`config.mk`:
```
export PLATFORM = sky130hd
export DESIGN_NAME = muldiv_unit
export DESIGN_NICKNAME = d
export VERILOG_FILES = /design/src/rtl/muldiv_unit.sv
export SDC_FILE = /design/constraint.sdc
export NUM_CORES = 1
export LEC_CHECK = 0
export BUFFER_PORTS_ARGS = -buffer_cell sky130_fd_sc_hd__buf_2
export CORE_MARGIN = 3
export CORE_UTILIZATION = 47
export CTS_BUF_LIST = sky130_fd_sc_hd__clkbuf_16
export CTS_CLUSTER_SIZE = 16
export DETAILED_ROUTE_END_ITERATION = 6
export REMOVE_ABC_BUFFERS = 1
export SYNTH_ARGS = -nofsm -noshare
export SYNTH_HDL_FRONTEND = slang
export SYNTH_SLANG_ARGS = --single-unit
export TNS_END_PERCENT = 10
```
`constraint.sdc`:
```
create_clock -name clk -period 7.3 [get_ports clk]
set_input_delay 1.46 -clock clk [delete_from_list [all_inputs] [get_ports clk]]
set_output_delay 1.46 -clock clk [all_outputs]
set_load 0.03 [all_outputs]
```
`src/rtl/muldiv_unit.sv`:
```
// Iterative RV32/64 M-extension multiply/divide unit with valid/ready handshakes.
// Define MULDIV_FAST_MUL_EN to compute MUL* with a single-cycle multiplier.
module muldiv_unit #(
    parameter int XLEN = 32
) (
    input  logic            clk,
    input  logic            rst,
    input  logic            kill,
    input  logic            in_valid,
    output logic            in_ready,
    input  logic [2:0]      funct3,
    input  logic [XLEN-1:0] op1,
    input  logic [XLEN-1:0] op2,
    output logic            out_valid,
    input  logic            out_ready,
    output logic [XLEN-1:0] result
);

    localparam int CW = $clog2(XLEN) + 1;
    localparam logic [CW-1:0] LAST = CW'(XLEN - 1);
    localparam logic [XLEN-1:0] MOST_NEG = {1'b1, {(XLEN-1){1'b0}}};

    localparam logic [1:0] S_IDLE = 2'd0;
    localparam logic [1:0] S_CALC = 2'd1;
    localparam logic [1:0] S_DONE = 2'd2;

    logic [1:0]        state;
    logic [2:0]        op;
    logic              neg_q;
    logic              neg_r;
    logic [2*XLEN-1:0] acc;
    logic [2*XLEN-1:0] acc_nxt;
    logic [XLEN-1:0]   opb;
    logic [CW-1:0]     cnt;

    logic              is_div;
    logic              sgn1;
    logic              sgn2;
    logic              div0;
    logic              ovf;
    logic [XLEN-1:0]   mag1;
    logic [XLEN-1:0]   mag2;
    logic [XLEN-1:0]   fast_res;

    logic [XLEN:0]     sum;
    logic [XLEN:0]     shifted;
    logic [XLEN:0]     diff;
    logic [2*XLEN-1:0] prod;
    logic [XLEN-1:0]   quo;
    logic [XLEN-1:0]   rem;
    logic [XLEN-1:0]   res_nxt;

    assign in_ready  = (state == S_IDLE) && !kill && !rst;
    assign out_valid = (state == S_DONE);

    // MUL and MULHU both run unsigned; the low half is sign-agnostic.
    assign is_div = funct3[2];
    assign sgn1 = op1[XLEN-1] &
        (is_div ? !funct3[0] : (funct3 == 3'b001 || funct3 == 3'b010));
    assign sgn2 = op2[XLEN-1] &
        (is_div ? !funct3[0] : (funct3 == 3'b001));
    assign mag1 = sgn1 ? -op1 : op1;
    assign mag2 = sgn2 ? -op2 : op2;

    assign div0 = is_div && (op2 == '0);
    assign ovf  = is_div && !funct3[0] && (op1 == MOST_NEG) && (op2 == '1);
    assign fast_res = div0 ? (funct3[1] ? op1 : '1)
                           : (funct3[1] ? '0  : op1);

`ifdef MULDIV_FAST_MUL_EN
    logic [XLEN:0]            fa;
    logic [XLEN:0]            fb;
    logic signed [2*XLEN-1:0] fprod;

    assign fa = {sgn1, op1};
    assign fb = {sgn2, op2};
    assign fprod = $signed({{(XLEN-1){fa[XLEN]}}, fa}) *
                   $signed({{(XLEN-1){fb[XLEN]}}, fb});
`endif

    // acc holds {partial product, multiplier} or {remainder, quotient}.
    always_comb begin
        sum     = {1'b0, acc[2*XLEN-1:XLEN]} + (acc[0] ? {1'b0, opb} : '0);
        shifted = acc[2*XLEN-1:XLEN-1];
        diff    = shifted - {1'b0, opb};
        acc_nxt = {sum, acc[XLEN-1:1]};
        if (op[2]) begin
            if (diff[XLEN])
                acc_nxt = {shifted[XLEN-1:0], acc[XLEN-2:0], 1'b0};
            else
                acc_nxt = {diff[XLEN-1:0], acc[XLEN-2:0], 1'b1};
        end
    end

    always_comb begin
        prod = neg_q ? -acc_nxt : acc_nxt;
        quo  = neg_q ? -acc_nxt[XLEN-1:0] : acc_nxt[XLEN-1:0];
        rem  = neg_r ? -acc_nxt[2*XLEN-1:XLEN] : acc_nxt[2*XLEN-1:XLEN];
        res_nxt = prod[XLEN-1:0];
        unique case (1'b1)
            op[2] &&  op[1]:     res_nxt = rem;
            op[2] && !op[1]:     res_nxt = quo;
            !op[2] && op != '0:  res_nxt = prod[2*XLEN-1:XLEN];
            default:             res_nxt = prod[XLEN-1:0];
        endcase
    end

    always_ff @(posedge clk) begin
        if (rst) begin
            state  <= S_IDLE;
            op     <= '0;
            neg_q  <= 1'b0;
            neg_r  <= 1'b0;
            acc    <= '0;
            opb    <= '0;
            cnt    <= '0;
            result <= '0;
        end else if (kill) begin
            state <= S_IDLE;
        end else begin
            case (state)
                S_IDLE: begin
                    if (in_valid) begin
                        op    <= funct3;
                        neg_q <= sgn1 ^ sgn2;
                        neg_r <= sgn1;
                        acc   <= {{XLEN{1'b0}}, mag1};
                        opb   <= mag2;
                        cnt   <= '0;
                        if (div0 || ovf) begin
                            result <= fast_res;
                            state  <= S_DONE;
                        end
`ifdef MULDIV_FAST_MUL_EN
                        else if (!is_div) begin
                            result <= (funct3 == 3'b000)
                                ? fprod[XLEN-1:0]
                                : fprod[2*XLEN-1:XLEN];
                            state  <= S_DONE;
                        end
`endif
                        else begin
                            state <= S_CALC;
                        end
                    end
                end
                S_CALC: begin
                    acc <= acc_nxt;
                    cnt <= cnt + 1'b1;
                    if (cnt == LAST) begin
                        result <= res_nxt;
                        state  <= S_DONE;
                    end
                end
                S_DONE: begin
                    if (out_ready)
                        state <= S_IDLE;
                end
                default: state <= S_IDLE;
            endcase
        end
    end

endmodule

```
After elaboration in Yosys (flattened, before gate mapping)
Index checks and enable logic that the tools add are counted.
Word-level totals
  input bits: 72
  output and inout bits: 34
  logic and storage cells: 83
  bits in registers: 141
Cells by class
  equal/unequal tests: 11
  mux-type cells: 27
  add/subtract/negate cells: 8
  bitwise logic cells: 4
  reduce and logical (&&, ||, !) cells: 25
Operators with widths (number)
  32-bit 2-to-1 mux: 11
  64-bit 2-to-1 mux: 4
  32-bit negation: 4
  64-bit one-hot mux with 2 select lines: 1
  32-bit one-hot mux with 3 select lines: 1
  32-bit == test (second input constant): 2
  64-bit negation: 1
  32-bit one-hot mux with 2 select lines: 1
  32-bit by 32-bit adder with 33-bit output: 1
  33-bit by 32-bit subtractor with 33-bit output: 1
  32-bit logical NOT: 1
  6-bit one-hot mux with 2 select lines: 1
  1-bit logical AND: 9
  3-bit AND reduction: 3
  2-bit 2-to-1 mux: 4
  6-bit by 1-bit adder with 6-bit output (second input constant): 1
  6-bit by 5-bit == test with 1-bit output (second input constant): 1
  6-bit 2-to-1 mux: 1
  2-bit one-hot mux with 3 select lines: 1
  1-bit logical NOT: 5
  5-bit AND reduction: 1
  2-bit by 1-bit inequality test with 1-bit output (second input constant): 2
  2-bit inequality test (second input constant): 2
  3-bit by 1-bit == test with 1-bit output (second input constant): 1
  12 further kinds: 15

Logic depth before layout (Yosys ltp)
  word-level depth: 8
  gate-level depth with buffers: 24
  depth with buffers taken out: 22

Worst setup path before layout
No wires, ideal clock.
  kind: register to register
  start: register acc[31]
  end: register result[30]
  path buffers: 1
  arrival time: 4959 ps
  slack: 2250 ps
  cell stages (with the launch flop): 24
  library setup time: 91 ps
  cell sequence: dfxtp_1 -> inv_1 -> ha_1 -> fa_1 -> nand2b_1 -> a21oi_2 -> o41ai_4 -> o21ai_2 -> a211oi_1 -> a21o_1 -> buf_6 -> a21oi_1 -> ha_1 -> o2111ai_1 -> nor4_1 -> nand2_1 -> nor2_1 -> nand2_1 -> or3_1 -> nand2b_1 -> nor4_1 -> o22ai_1 -> xor2_1 -> a311oi_1
On the way
  cells in the longest elaborated chain, start to end: 8
  elaborated cells on any way between the ends: 12
  classes of those cells: add/sub (4); mux (8)
RTL lines
  start, declared: line 31  | logic [2*XLEN-1:0] acc;
  start signal, assigned: line 127  | acc <= {{XLEN{1'b0}}, mag1};
  start signal, assigned: line 148  | acc <= acc_nxt;
  33-bit by 32-bit subtractor with 33-bit output: line 85  | diff = shifted - {1'b0, opb};
  64-bit 2-to-1 mux: line 88  | if (diff[XLEN])
  64-bit 2-to-1 mux *: line 87  | if (op[2]) begin
  64-bit negation (tied with other cells): line 96  | prod = neg_q ? -acc_nxt : acc_nxt;
  64-bit 2-to-1 mux (tied with other cells): line 96
  32-bit one-hot mux with 3 select lines *: line 100  | unique case (1'b1)
  32-bit 2-to-1 mux *: line 150  | if (cnt == LAST) begin
  32-bit one-hot mux with 2 select lines *: line 121  | case (state)
  end signal, assigned: line 131  | result <= fast_res;
  end signal, assigned: line 151  | result <= res_nxt;
  end, declared: line 16  | output logic [XLEN-1:0] result
Mark *: on every way between the ends. The rest lies on a longest branch, timed or not. The select of a mux whose other input is x is not followed.
A chain may end at the register's enable or synchronous reset.

Worst setup path in the final report
Same ends and word-level chain as after synthesis.

==> results_dict.tcl <==
set metrics [dict create \
    status "completed" \
    synth_area_um2 15500 \
    synth_seq_cells 141 \
    setup_viol 0 \
    p_leak_nw 6.54 \
    max_freq_ghz 0.154 \
    dp_hpwl_mm 45.3 \
    whs_path_depth 2 \
    hp-class "flop to flop" \
    io_buffers 105 \
    arrival_ps 6860 \
    critical_path_class "flop to flop" \
    relSlewSlack_pct 17.9 \
    ff_latch_area_um2 2830 \
    die_w_um 188 \
    grt_max_degree 133 \
    reg2reg_depth 22 \
    yosys.area_share.simple_pct 24.1 \
    final_antenna_net_count 0 \
    crit_fanout 7 \
    yosysMostFrequentCell "nand2_1" \
    cts_resized 0 \
    synth_top_area_share_pct 18.2 \
    gr-total-overflow 0 \
    synth-adder-area-share_pct 7.12 \
    path_clk_slew_ps 70 \
    irDropWorstVdd_v 0.000189 \
    cp.buffers_inverters 1 \
    clk_path_buf_depth 2 \
    fill_cells 3314 \
    dp_cells 2624 \
    worst_slack_ps 807 \
    synth_top_family_by_area "compound AO/OA/AOI/OAI gates" \
    vias_per_cell 6.47 \
    antenna_found_initial 0 \
    synth-compound-area-share_pct 30.4 \
    htreeDepth 4 \
    power_density_nw_per_um2 156 \
    dp_slack_ps 939 \
    hold_buffers 0 \
    final_area_um2 16900 \
    routedWlPerCell_um 22.7 \
    slowest_delay_ps 560 \
    synthMuxAreaShare_pct 4.10 \
    start_util_pct 48.5 \
    ys_async_sr_fraction_pct 0 \
    path_cells "inv_1, ha_1, fa_1, nand2b_1, a21oi_2, o41ai_4, o21ai_2, a211oi_1, a21o_1, a21oi_1, ha_1, o2111ai_1, nor4_1, nand2_1, nor2_1, nand2_1, or3_1, nand2b_1, nor4_1, o22ai_1, xor2_1, a311oi_1" \
    synthFlopType "dfxtp_1" \
    post_cts_buffers 0 \
    placed_area_um2 16300 \
    yosysUniqueCellTypes 97 \
    worstPathRequired_ps 7670 \
    insertedDiodeCount 0 \
    drtIter0Drc 1783 \
    grt_pass1_wl_mm 91.9 \
    hold_viol 0 \
    clock_skew_ps 20.8 \
    drc 0 \
    synth_edf_count 0 \
    cp.depth 22 \
    dieArea_um2 35300 \
    drive_above_1_share_pct 10.0 \
    synth.area.top_cells "dfxtp_1, xnor2_1, a21oi_1, nand2_1, ha_1" \
    critPathLaunchType "flop" \
    die_h_um 188 \
    seq_area_frac_synth_pct 18.2 \
    drt_wl_total_mm 60.4 \
    drv_cap 0 \
    rsz0062_at_grt "no" \
    synth_xor_area_share_pct 10.4 \
    yosys_warnings 0 \
    vias 17200 \
    fin_tns_setup_ps 0 \
    synth_top_cell_by_area "dfxtp_1" \
    first_pass_iters 6 \
    fin_crit_ps 6490 \
    critPathSlowestCell "nor4_1" \
    syn2layout_area_growth_pct 8.65 \
    whs_ps 473 \
    first_global_vias 15600 \
    core_region_area_um2 32000 \
    cts_tree "built" \
    end_kind "flop" \
    top_level_ports 106 \
    num_rows 65 \
    multi_input_area_um2 11900 \
    crit_family "simple AND/OR/NAND/NOR gates" \
    stdcell_count 2656 \
    cts.sinks 141 \
    globalplace.congestion 0.989 \
    synth.avg_cell_area_um2 7.06 \
    layout_worst_path_cycle_share_pct 88.9 \
    report.final.slew_viol_count 0 \
    yosys-top-cells-count "nand2_1, nor2_1, a21oi_1" \
    numCtsBuffers 17 \
    worst_slew_pin_slew_ps 1220 \
    syn_inst 2199 \
    clockRootBuffer "clkbuf_16" \
    fin_nets 2352 \
    grt_util_all_layers_pct 33.0 \
    clock_latency_ps 460 \
]
## layout by cell type, fill, tap and decap left out, types with 28 or more instances in the layout
master,n
a211oi_1,36
and2_1,45
buf_4,28
buf_2,104
ha_1,70
inv_1,76
a21oi_1,203
nor3_1,72
mux2i_1,49
dfxtp_1,140
nand3_1,29
nand2_1,238
o31ai_1,29
o21ai_0,144
nand4_1,31
a22oi_1,45
nor2_1,218
o211ai_1,40
xor2_1,61
xnor2_1,120
## final cells by class
cell class	instances	share of cell area (%)
Multi-Input combinational cell	1838	70.3
Sequential cell	141	16.8
Timing Repair Buffer	133	4.45
Tap cell	435	3.23
Clock buffer	17	2.52
Inverter	77	1.71
Clock inverter	15	1.02
## registers in the layout (all words and copies together), names as in the netlist
signal,count
acc,64
cnt,6
neg_q,1
neg_r,1
op,3
opb,32
result,32
state,2
## kinds of logic after synthesis
family	after synthesis
flip-flops	141
AND/OR/NAND/NOR	788
XOR/XNOR	183
adder cells (fa/ha/maj)	91
AO/OA/AOI/OAI	714
buffers and inverters	220
multiplexers	62
## per-stage QoR
step / power, mW / utilization, %
finish: 2.63 / 52.6
global route: 2.74 / 52.6
CTS: 2.62 / 52.6
detailed placement: 1.69 / 50.8
global placement: 1.68 / 50.8
floorplan: 1.40 / -
## report_power, final
group	internal [mW]	switching, mW
Combinational	0.288	0.569
Sequential	0.802	0.0419
Clock	0.536	0.393
## final timing paths
kind              from         end  slack [ps]
max            acc[31]  result[30]         810
min          result[6]   result[6]         470
max reg2reg    acc[31]  result[30]         810
min reg2reg  result[6]   result[6]         470
## worst min-delay path: stages, from the launching register on
cell and delay, ps:
dfxtp_1 330, a31oi_1 70, nand2_1 50
## layer usage
| metal | track usage (%) | wire length, um | vias up |
|---|---|---|---|
| met5 | 0 | 0 | - |
| met2 | 51.4 | 26400 | 833 |
| met3 | 5.61 | 5320 | 100 |
| met1 | 47.0 | 27000 | 8144 |
| met4 | 9.15 | 1610 | 0 |
| li1 | - | - | 8097 |
(Power assumes the default switching activity.)
